**src/rtl/vend_keypad_entry.sv**
```systemverilog
// Keypad entry controller: collects DIGITS key codes with backspace, enter, clear and
// inactivity timeout, then presents the finished code downstream over valid/ready.
module vend_keypad_entry #(
  parameter int DIGITS = 3,
  parameter int DIGIT_W = 4,
  parameter bit AUTO_SUBMIT = 1'b1,
  parameter int TIMEOUT_CYCLES = 0,
  parameter logic [DIGIT_W-1:0] CLEAR_CODE = 4'hF,
  parameter logic [DIGIT_W-1:0] BACK_CODE = 4'hE,
  parameter logic [DIGIT_W-1:0] ENTER_CODE = 4'hD,
  localparam int CW = $clog2(DIGITS + 1)
) (
  input  logic                      clk,
  input  logic                      reset,
  input  logic                      busy,
  input  logic                      clear,
  input  logic                      key_valid,
  input  logic [DIGIT_W-1:0]        key_code,
  output logic                      code_valid,
  input  logic                      code_ready,
  output logic [DIGITS*DIGIT_W-1:0] code_out,
  output logic [CW-1:0]             digit_count,
  output logic                      timeout
);
  localparam int TW = (TIMEOUT_CYCLES > 1) ? $clog2(TIMEOUT_CYCLES) : 1;
  localparam logic [TW-1:0] TMR_LAST = TW'((TIMEOUT_CYCLES > 0) ? TIMEOUT_CYCLES - 1 : 0);
  localparam logic [CW-1:0] LAST_SLOT = CW'(DIGITS - 1);
  localparam logic [CW-1:0] ONE = CW'(1);

  typedef enum logic [1:0] {IDLE, ENTRY, FULL, SUBMIT} state_t;
  state_t state;
  logic [TW-1:0] tmr;

  logic abort, back_key, enter_key, digit_key, in_entry, tmo_hit;
  assign abort     = clear || (key_valid && key_code == CLEAR_CODE);
  assign back_key  = key_valid && key_code == BACK_CODE;
  assign enter_key = key_valid && key_code == ENTER_CODE;
  assign digit_key = key_valid && key_code != CLEAR_CODE && key_code != BACK_CODE
                     && key_code != ENTER_CODE;
  assign in_entry  = (state == ENTRY) || (state == FULL);
  // A key on the same edge as expiry wins, so the timer only fires on a quiet cycle.
  assign tmo_hit   = (TIMEOUT_CYCLES > 0) && in_entry && !key_valid && tmr == TMR_LAST;

  always_ff @(posedge clk or posedge reset) begin
    if (reset) begin
      state       <= IDLE;
      code_out    <= '0;
      digit_count <= '0;
      code_valid  <= 1'b0;
      timeout     <= 1'b0;
      tmr         <= '0;
    end else begin
      timeout <= tmo_hit && !abort;
      if (TIMEOUT_CYCLES > 0 && in_entry && !key_valid) tmr <= tmr + 1'b1;
      else tmr <= '0;

      if (abort || tmo_hit) begin
        state       <= IDLE;
        code_out    <= '0;
        digit_count <= '0;
        code_valid  <= 1'b0;
      end else begin
        case (state)
          IDLE: begin
            if (digit_key && !busy) begin
              code_out[DIGIT_W-1:0] <= key_code;
              digit_count <= ONE;
              if (DIGITS == 1) begin
                state      <= AUTO_SUBMIT ? SUBMIT : FULL;
                code_valid <= AUTO_SUBMIT;
              end else begin
                state <= ENTRY;
              end
            end
          end
          ENTRY: begin
            if (digit_key) begin
              for (int i = 0; i < DIGITS; i++)
                if (digit_count == CW'(i)) code_out[i*DIGIT_W +: DIGIT_W] <= key_code;
              digit_count <= digit_count + 1'b1;
              if (digit_count == LAST_SLOT) begin
                state      <= AUTO_SUBMIT ? SUBMIT : FULL;
                code_valid <= AUTO_SUBMIT;
              end
            end else if (back_key) begin
              for (int i = 0; i < DIGITS; i++)
                if (digit_count == CW'(i + 1)) code_out[i*DIGIT_W +: DIGIT_W] <= '0;
              digit_count <= digit_count - 1'b1;
              if (digit_count == ONE) state <= IDLE;
            end
          end
          FULL: begin
            if (enter_key) begin
              state      <= SUBMIT;
              code_valid <= 1'b1;
            end else if (back_key) begin
              for (int i = 0; i < DIGITS; i++)
                if (digit_count == CW'(i + 1)) code_out[i*DIGIT_W +: DIGIT_W] <= '0;
              digit_count <= digit_count - 1'b1;
              state <= (digit_count == ONE) ? IDLE : ENTRY;
            end
          end
          SUBMIT: begin
            if (code_ready) begin
              state       <= IDLE;
              code_out    <= '0;
              digit_count <= '0;
              code_valid  <= 1'b0;
            end
          end
          default: state <= IDLE;
        endcase
      end
    end
  end
endmodule

```
**config.mk**
```make
export PLATFORM = sky130hd
export DESIGN_NAME = vend_keypad_entry
export DESIGN_NICKNAME = d
export VERILOG_FILES = /design/src/rtl/vend_keypad_entry.sv
export SDC_FILE = /design/constraint.sdc
export NUM_CORES = 1
export LEC_CHECK = 0
export ABC_AREA = 1
export BUFFER_PORTS_ARGS = -buffer_cell sky130_fd_sc_hd__buf_2
export CAP_MARGIN = 20
export CORE_MARGIN = 2
export CORE_UTILIZATION = 28
export DETAILED_ROUTE_END_ITERATION = 6
export HOLD_SLACK_MARGIN = 0.03
export SYNTH_ARGS = -nofsm -noshare
export SYNTH_HDL_FRONTEND = slang
export SYNTH_SLANG_ARGS = --single-unit
```
**constraint.sdc**
```tcl
create_clock -name clk -period 4.5 [get_ports clk]
set_input_delay 0.45 -clock clk [delete_from_list [all_inputs] [get_ports clk]]
set_output_delay 0.45 -clock clk [all_outputs]
set_load 0.05 [all_outputs]
```
# After elaboration in Yosys (flattened, before gate mapping)
# Cells that the tools add are included.
[op_classes]
n_addsub = 2
n_eq_ne = 24
mux = 36
reduce_logical = 18
[ops]
columns = ["op", "count"]
rows = [
  ["$mux 12", 5],
  ["$mux 4", 7],
  ["$mux 2", 13],
  ["$pmux 8 s3", 1],
  ["$ne 4x4->1 const B", 5],
  ["$ne 4x3->1 const B", 4],
  ["$pmux 2 s4", 2],
  ["$pmux 4 s4", 1],
  ["$ne 3x3->1 const B", 5],
  ["$eq 4x4->1 const B", 3],
  ["$reduce_and 4->1", 3],
  ["$eq 2x2->1 const B", 4],
  ["$logic_and 1x1->1", 7],
  ["$mux 1", 6],
  ["$reduce_and 6->1", 1],
  ["$reduce_and 5->1", 1],
  ["$eq 2x1->1 const B", 2],
  ["$logic_not 2->1", 2],
  ["$reduce_bool 4->1", 1],
  ["$ne 3x2->1 const B", 1],
  ["$pmux 1 s3", 1],
  ["$reduce_and 3->1", 1],
  ["$add 2x1->2 const B", 1],
  ["$sub 2x1->2 const B", 1],
  ["2 further kinds", 2],
]
[totals]
register_bits = 17
inputBits = 10
output_inout_bits = 16

# Logic depth before layout (Yosys ltp)
[logic_depth]
ltp_word = 8
ltp_mapped = 11
ltp_nobuf = 11

# Worst setup path after synthesis
# No wires, ideal clock.
[synth_timing]
path_kind = "register -> register"
from = "register digit_count[1]"
to = "register state[0]"
setup_ps = 117
arrival_ps = 1609
t_required_ps = 4383
slack_ps = 2775
path_stages_with_launch = 10
period_less_slack_ps = 1725
cell_sequence = "dfrtp_1 > inv_1 > ha_1 > nor2_1 > a21boi_0 > nand2_1 > nand2_1 > nor2_2 > nand3_1 > nand2_1"
[synth_via]
elab_chain_len = 6
word_cells_on_any_way = 10
[synth_rtl]
columns = ["item", "line_no", "source"]
rows = [
  ["from (decl)", "22", "output logic [CW-1:0] digit_count,"],
  ["from (signal assigned)", "80", "digit_count <= digit_count + 1'b1;"],
  ["from (signal assigned)", "88", "digit_count <= digit_count - 1'b1;"],
  ["from (signal assigned)", "99", "digit_count <= digit_count - 1'b1;"],
  ["$eq 2x1->1", "89, 100", ""],
  ["$mux 1", "100", "state <= (digit_count == ONE) ? IDLE : ENTRY;"],
  ["$mux 2", "96", "end else if (back_key) begin"],
  ["$mux 2", "93", "if (enter_key) begin"],
  ["$pmux 2 s4", "63", "case (state)"],
  ["$mux 2", "57", "if (abort || tmo_hit) begin"],
  ["to (signal assigned)", "69", "state <= AUTO_SUBMIT ? SUBMIT : FULL;"],
  ["to (signal assigned)", "82", "state <= AUTO_SUBMIT ? SUBMIT : FULL;"],
  ["to (signal assigned)", "100", ""],
  ["to (decl)", "31", "state_t state;"],
]
# Parallel ways exist; a longest one is shown, timed or not. The select of a mux whose other input is x is not followed.
# A chain may end at the register's enable or synchronous reset.

# Final worst setup path
[layout_timing]
from = "register state[0]"
to = "register code_out[7]"
[layout_via]
elab_chain_len = 3
word_cells_on_any_way = 10
[layout_rtl]
columns = ["item", "line_no", "source"]
rows = [
  ["$eq 2x1->1 / $eq 2x2->1 (equally long branches)", "63", ""],
  ["$ne 4x3->1 (no source line) (tied with other cells)", "--", ""],
  ["$reduce_and 4->1 (no source line) / $mux 12 (equally long branches)", "--", ""],
  ["to (signal, indexed assignment)", "66", "code_out[DIGIT_W-1:0] <= key_code;"],
  ["to (signal, indexed assignment)", "79", "if (digit_count == CW'(i)) code_out[i*DIGIT_W +: DIGIT_W] <= key_code;"],
  ["to (decl)", "21", "output logic [DIGITS*DIGIT_W-1:0] code_out,"],
]
# Parallel ways exist; a longest one is shown, timed or not.

==> out/results.ini <==
[clocking]
postCtsSetupBuffers = 0
htree_levels = 1
numCtsBuffers = 3
clkLatencyLatePin_ps = 270
cts_buffer_depth = 2
cts_tree = built
ctsHoldBuffers = 0
cts-resized-gates = 0
cts.sinks = 17
path_clk_slew_ps = 80
clockRootBuffer = clkbuf_8

[run_status]
status = finished, final reports clean

[worst_setup_path]
cp-start-kind = flop
worst_path_max_delay_cell = dfrtp_1
arrival_ps = 1970
cp_common_cell = nand2_1
cp_cell_sequence = inv_1, ha_1, nor2_1, o21ai_0, nand2_1, nand3_1, a21oi_1, nand2_1, nand2_1
critical_path.max_fanout = 7
setup.worst_path.end_class = flop
cpPeakStageDelay_ps = 400
worstSetupPathType = reg2reg
r2r_setup_slack_ps = 2740
required_ps = 4710

[synth]
synth.distinct_cells = 24
post_synth.cell_area_avg_sq_um = 6.28
ys_seq_area_share_pct = 27.6
ys_warn_count = 0
netlist_instances = 245
ys_ff_latch = 17
netlist_area_sq_mm = 0.00154
syn-num-nets = 264

[floorplanning]
chipHeight_um = 78.1
core_area_sq_mm = 0.00520
placementRows = 26
die_area_sq_mm = 0.00611
die-width_um = 78.1
start_util_pct = 29.6
io_pins = 26

[placed_design]
numPortBuffers = 24
hpwlAfterDp_um = 3230
routabilityCongestion = 0.957
placed_cells = 336

[timing]
slew_headroom_pct = 54.0
rsz0062_at_grt = false
setup_viol = 0
clock.fmax_mhz = 567
worst_pin_slew_ps = 690
hold_violations = 0
worst_hold_slack_ps = 277
min_period_ps = 1760
drv_slew = 0
skew_ps = 4.60
post-route-period-util_pct = 39.2
tns_ps = 0

[power_and_ir_drop]
peakVddDrop_mv = 0.231
intPower_w = 0.000384
leakage_nw = 1.00
p_per_area_mw_per_mm2 = 468
total_power_w = 0.000828
power_frac_seq_pct = 27.4
power_frac_clock_pct = 15.0
p_comb_share_pct = 57.7
p_switching_w = 0.000444
power.share.switching_pct = 53.6

[cells_and_area]
drive_gt1_share_pct = 18.1
multi_input_area_sq_um = 998
layout.cells.non_filler = 340
synthToLayoutAreaGrowth_pct = 15.0
area.sequential_sq_um = 425
fill_cells = 577
diodes = 0
nets = 290
utilization_pct = 34.0

[grt]
antenna_found_initial = 0
grt_pass1_vias = 1483
grt_max_degree = 18
grt_pass1_wl_um = 7030
grtUsageTotal_pct = 14.5
grt_overflow_total = 0

[routing]
first_iter_violations = 123
vias_per_cell = 4.74
dr.pass1.iters = 4
drc = 0
wire_per_inst_um = 12.1
drt_wl_total_um = 4130
ant_nets = 0
vias = 1611

[hold_path]
hold_class = in2async

[run]
maxCapViolCount = 0

metrics by stage:
stage / setup slack, ps / instance area [sq um]
after global routing: 2550 / 1770
final: 2740 / 1770
after floorplan: 2770 / 1540
after CTS: 2750 / 1770
after detailed placement: 2490 / 1720
after global placement: 2520 / 1720
metal layers:
layer	global-route usage, %	wire length [um]	vias to the layer above
li1	-	-	819
met1	19.5	1930	734
met2	23.4	1910	51
met3	1.72	199	7
met4	5.96	82	0
met5	0	0	-
power groups by stage:
stage,Sequential [W],Clock [W],Combinational [W]
finish,0.000227,0.000124,0.000478
floorplan,0.000348,0,0.000246
CTS,0.000227,0.000127,0.000478
global route,0.000235,0.000134,0.000528
global placement,0.000231,0,0.000474
detailed placement,0.000230,0,0.000476
cells in the mapped netlist, drive strengths merged:
master	count	area share, %
nand2	108	29
nor2	31	10
nand3	30	9.8
inv	21	5.1
dfrtp	17	28
o21ai	10	3.3
ha	9	7.3
a21oi	4	1.5
nand3b	4	2.0
buf	3	1.5
nand4	3	1.2
a21boi	2	0.98
clkinv	2	0.81
conb	1	0.24
registers in the layout, indices dropped and copies added (netlist names):
signal / count
digit_count: 2
state: 2
code_out: 12
code_valid: 1
cell usage in the layout (no fill, tap or decap), types with 4 or more instances in the layout:
cell,Yosys,layout
nand3_1,30,30
nand2_1,100,100
buf_2,1,24
o21ai_0,7,7
nor2_2,6,6
inv_1,19,19
nand2_2,5,5
nand3b_1,4,4
dfrtp_1,17,17
nor2_1,22,22
ha_1,9,9
final timing paths:
check,start,endpoint,cells past startpoint
hold reg to reg,code_out[9],code_out[9],2
min in group clk,code_out[9],code_out[9],2
setup reg to reg,state[0],code_out[7],9
setup / recovery,state[0],code_out[7],9
max in group asynchronous,reset,code_out[5],2
hold / removal,reset,state[0],2
worst max-delay path: cells and delay by family, from the launching register on:
kind / cells / cell delay (ps)
adders and majority gates: 1 / 280
DFF: 1 / 400
and+or+nand+nor: 5 / 640
AOI/OAI and AO/OA: 2 / 290
buffers and inverters: 1 / 100
cell type report:
cell class              count  share of cell area (%)
repair buffers             24                    6.79
well taps                  70                    4.95
flip-flops and latches     17                    24.0
clock buffers               3                    2.33
clock inverters             1                   0.283
multi-input cells         202                    56.4
inverters                  23                    5.16
cell families (layout without fill, tap and decap cells):
| kind of cell | after synthesis | after routing | synth area share, % |
|---|---|---|---|
| simple gates | 176 | 176 | 51.5 |
| buf+inv | 26 | 51 | 7.48 |
| fa+ha+maj | 9 | 9 | 7.32 |
| other cells | 1 | 1 | 0.244 |
| flops | 17 | 17 | 27.6 |
| compound gates | 16 | 16 | 5.77 |
No activity file was read; power rests on OpenSTA's default activity.
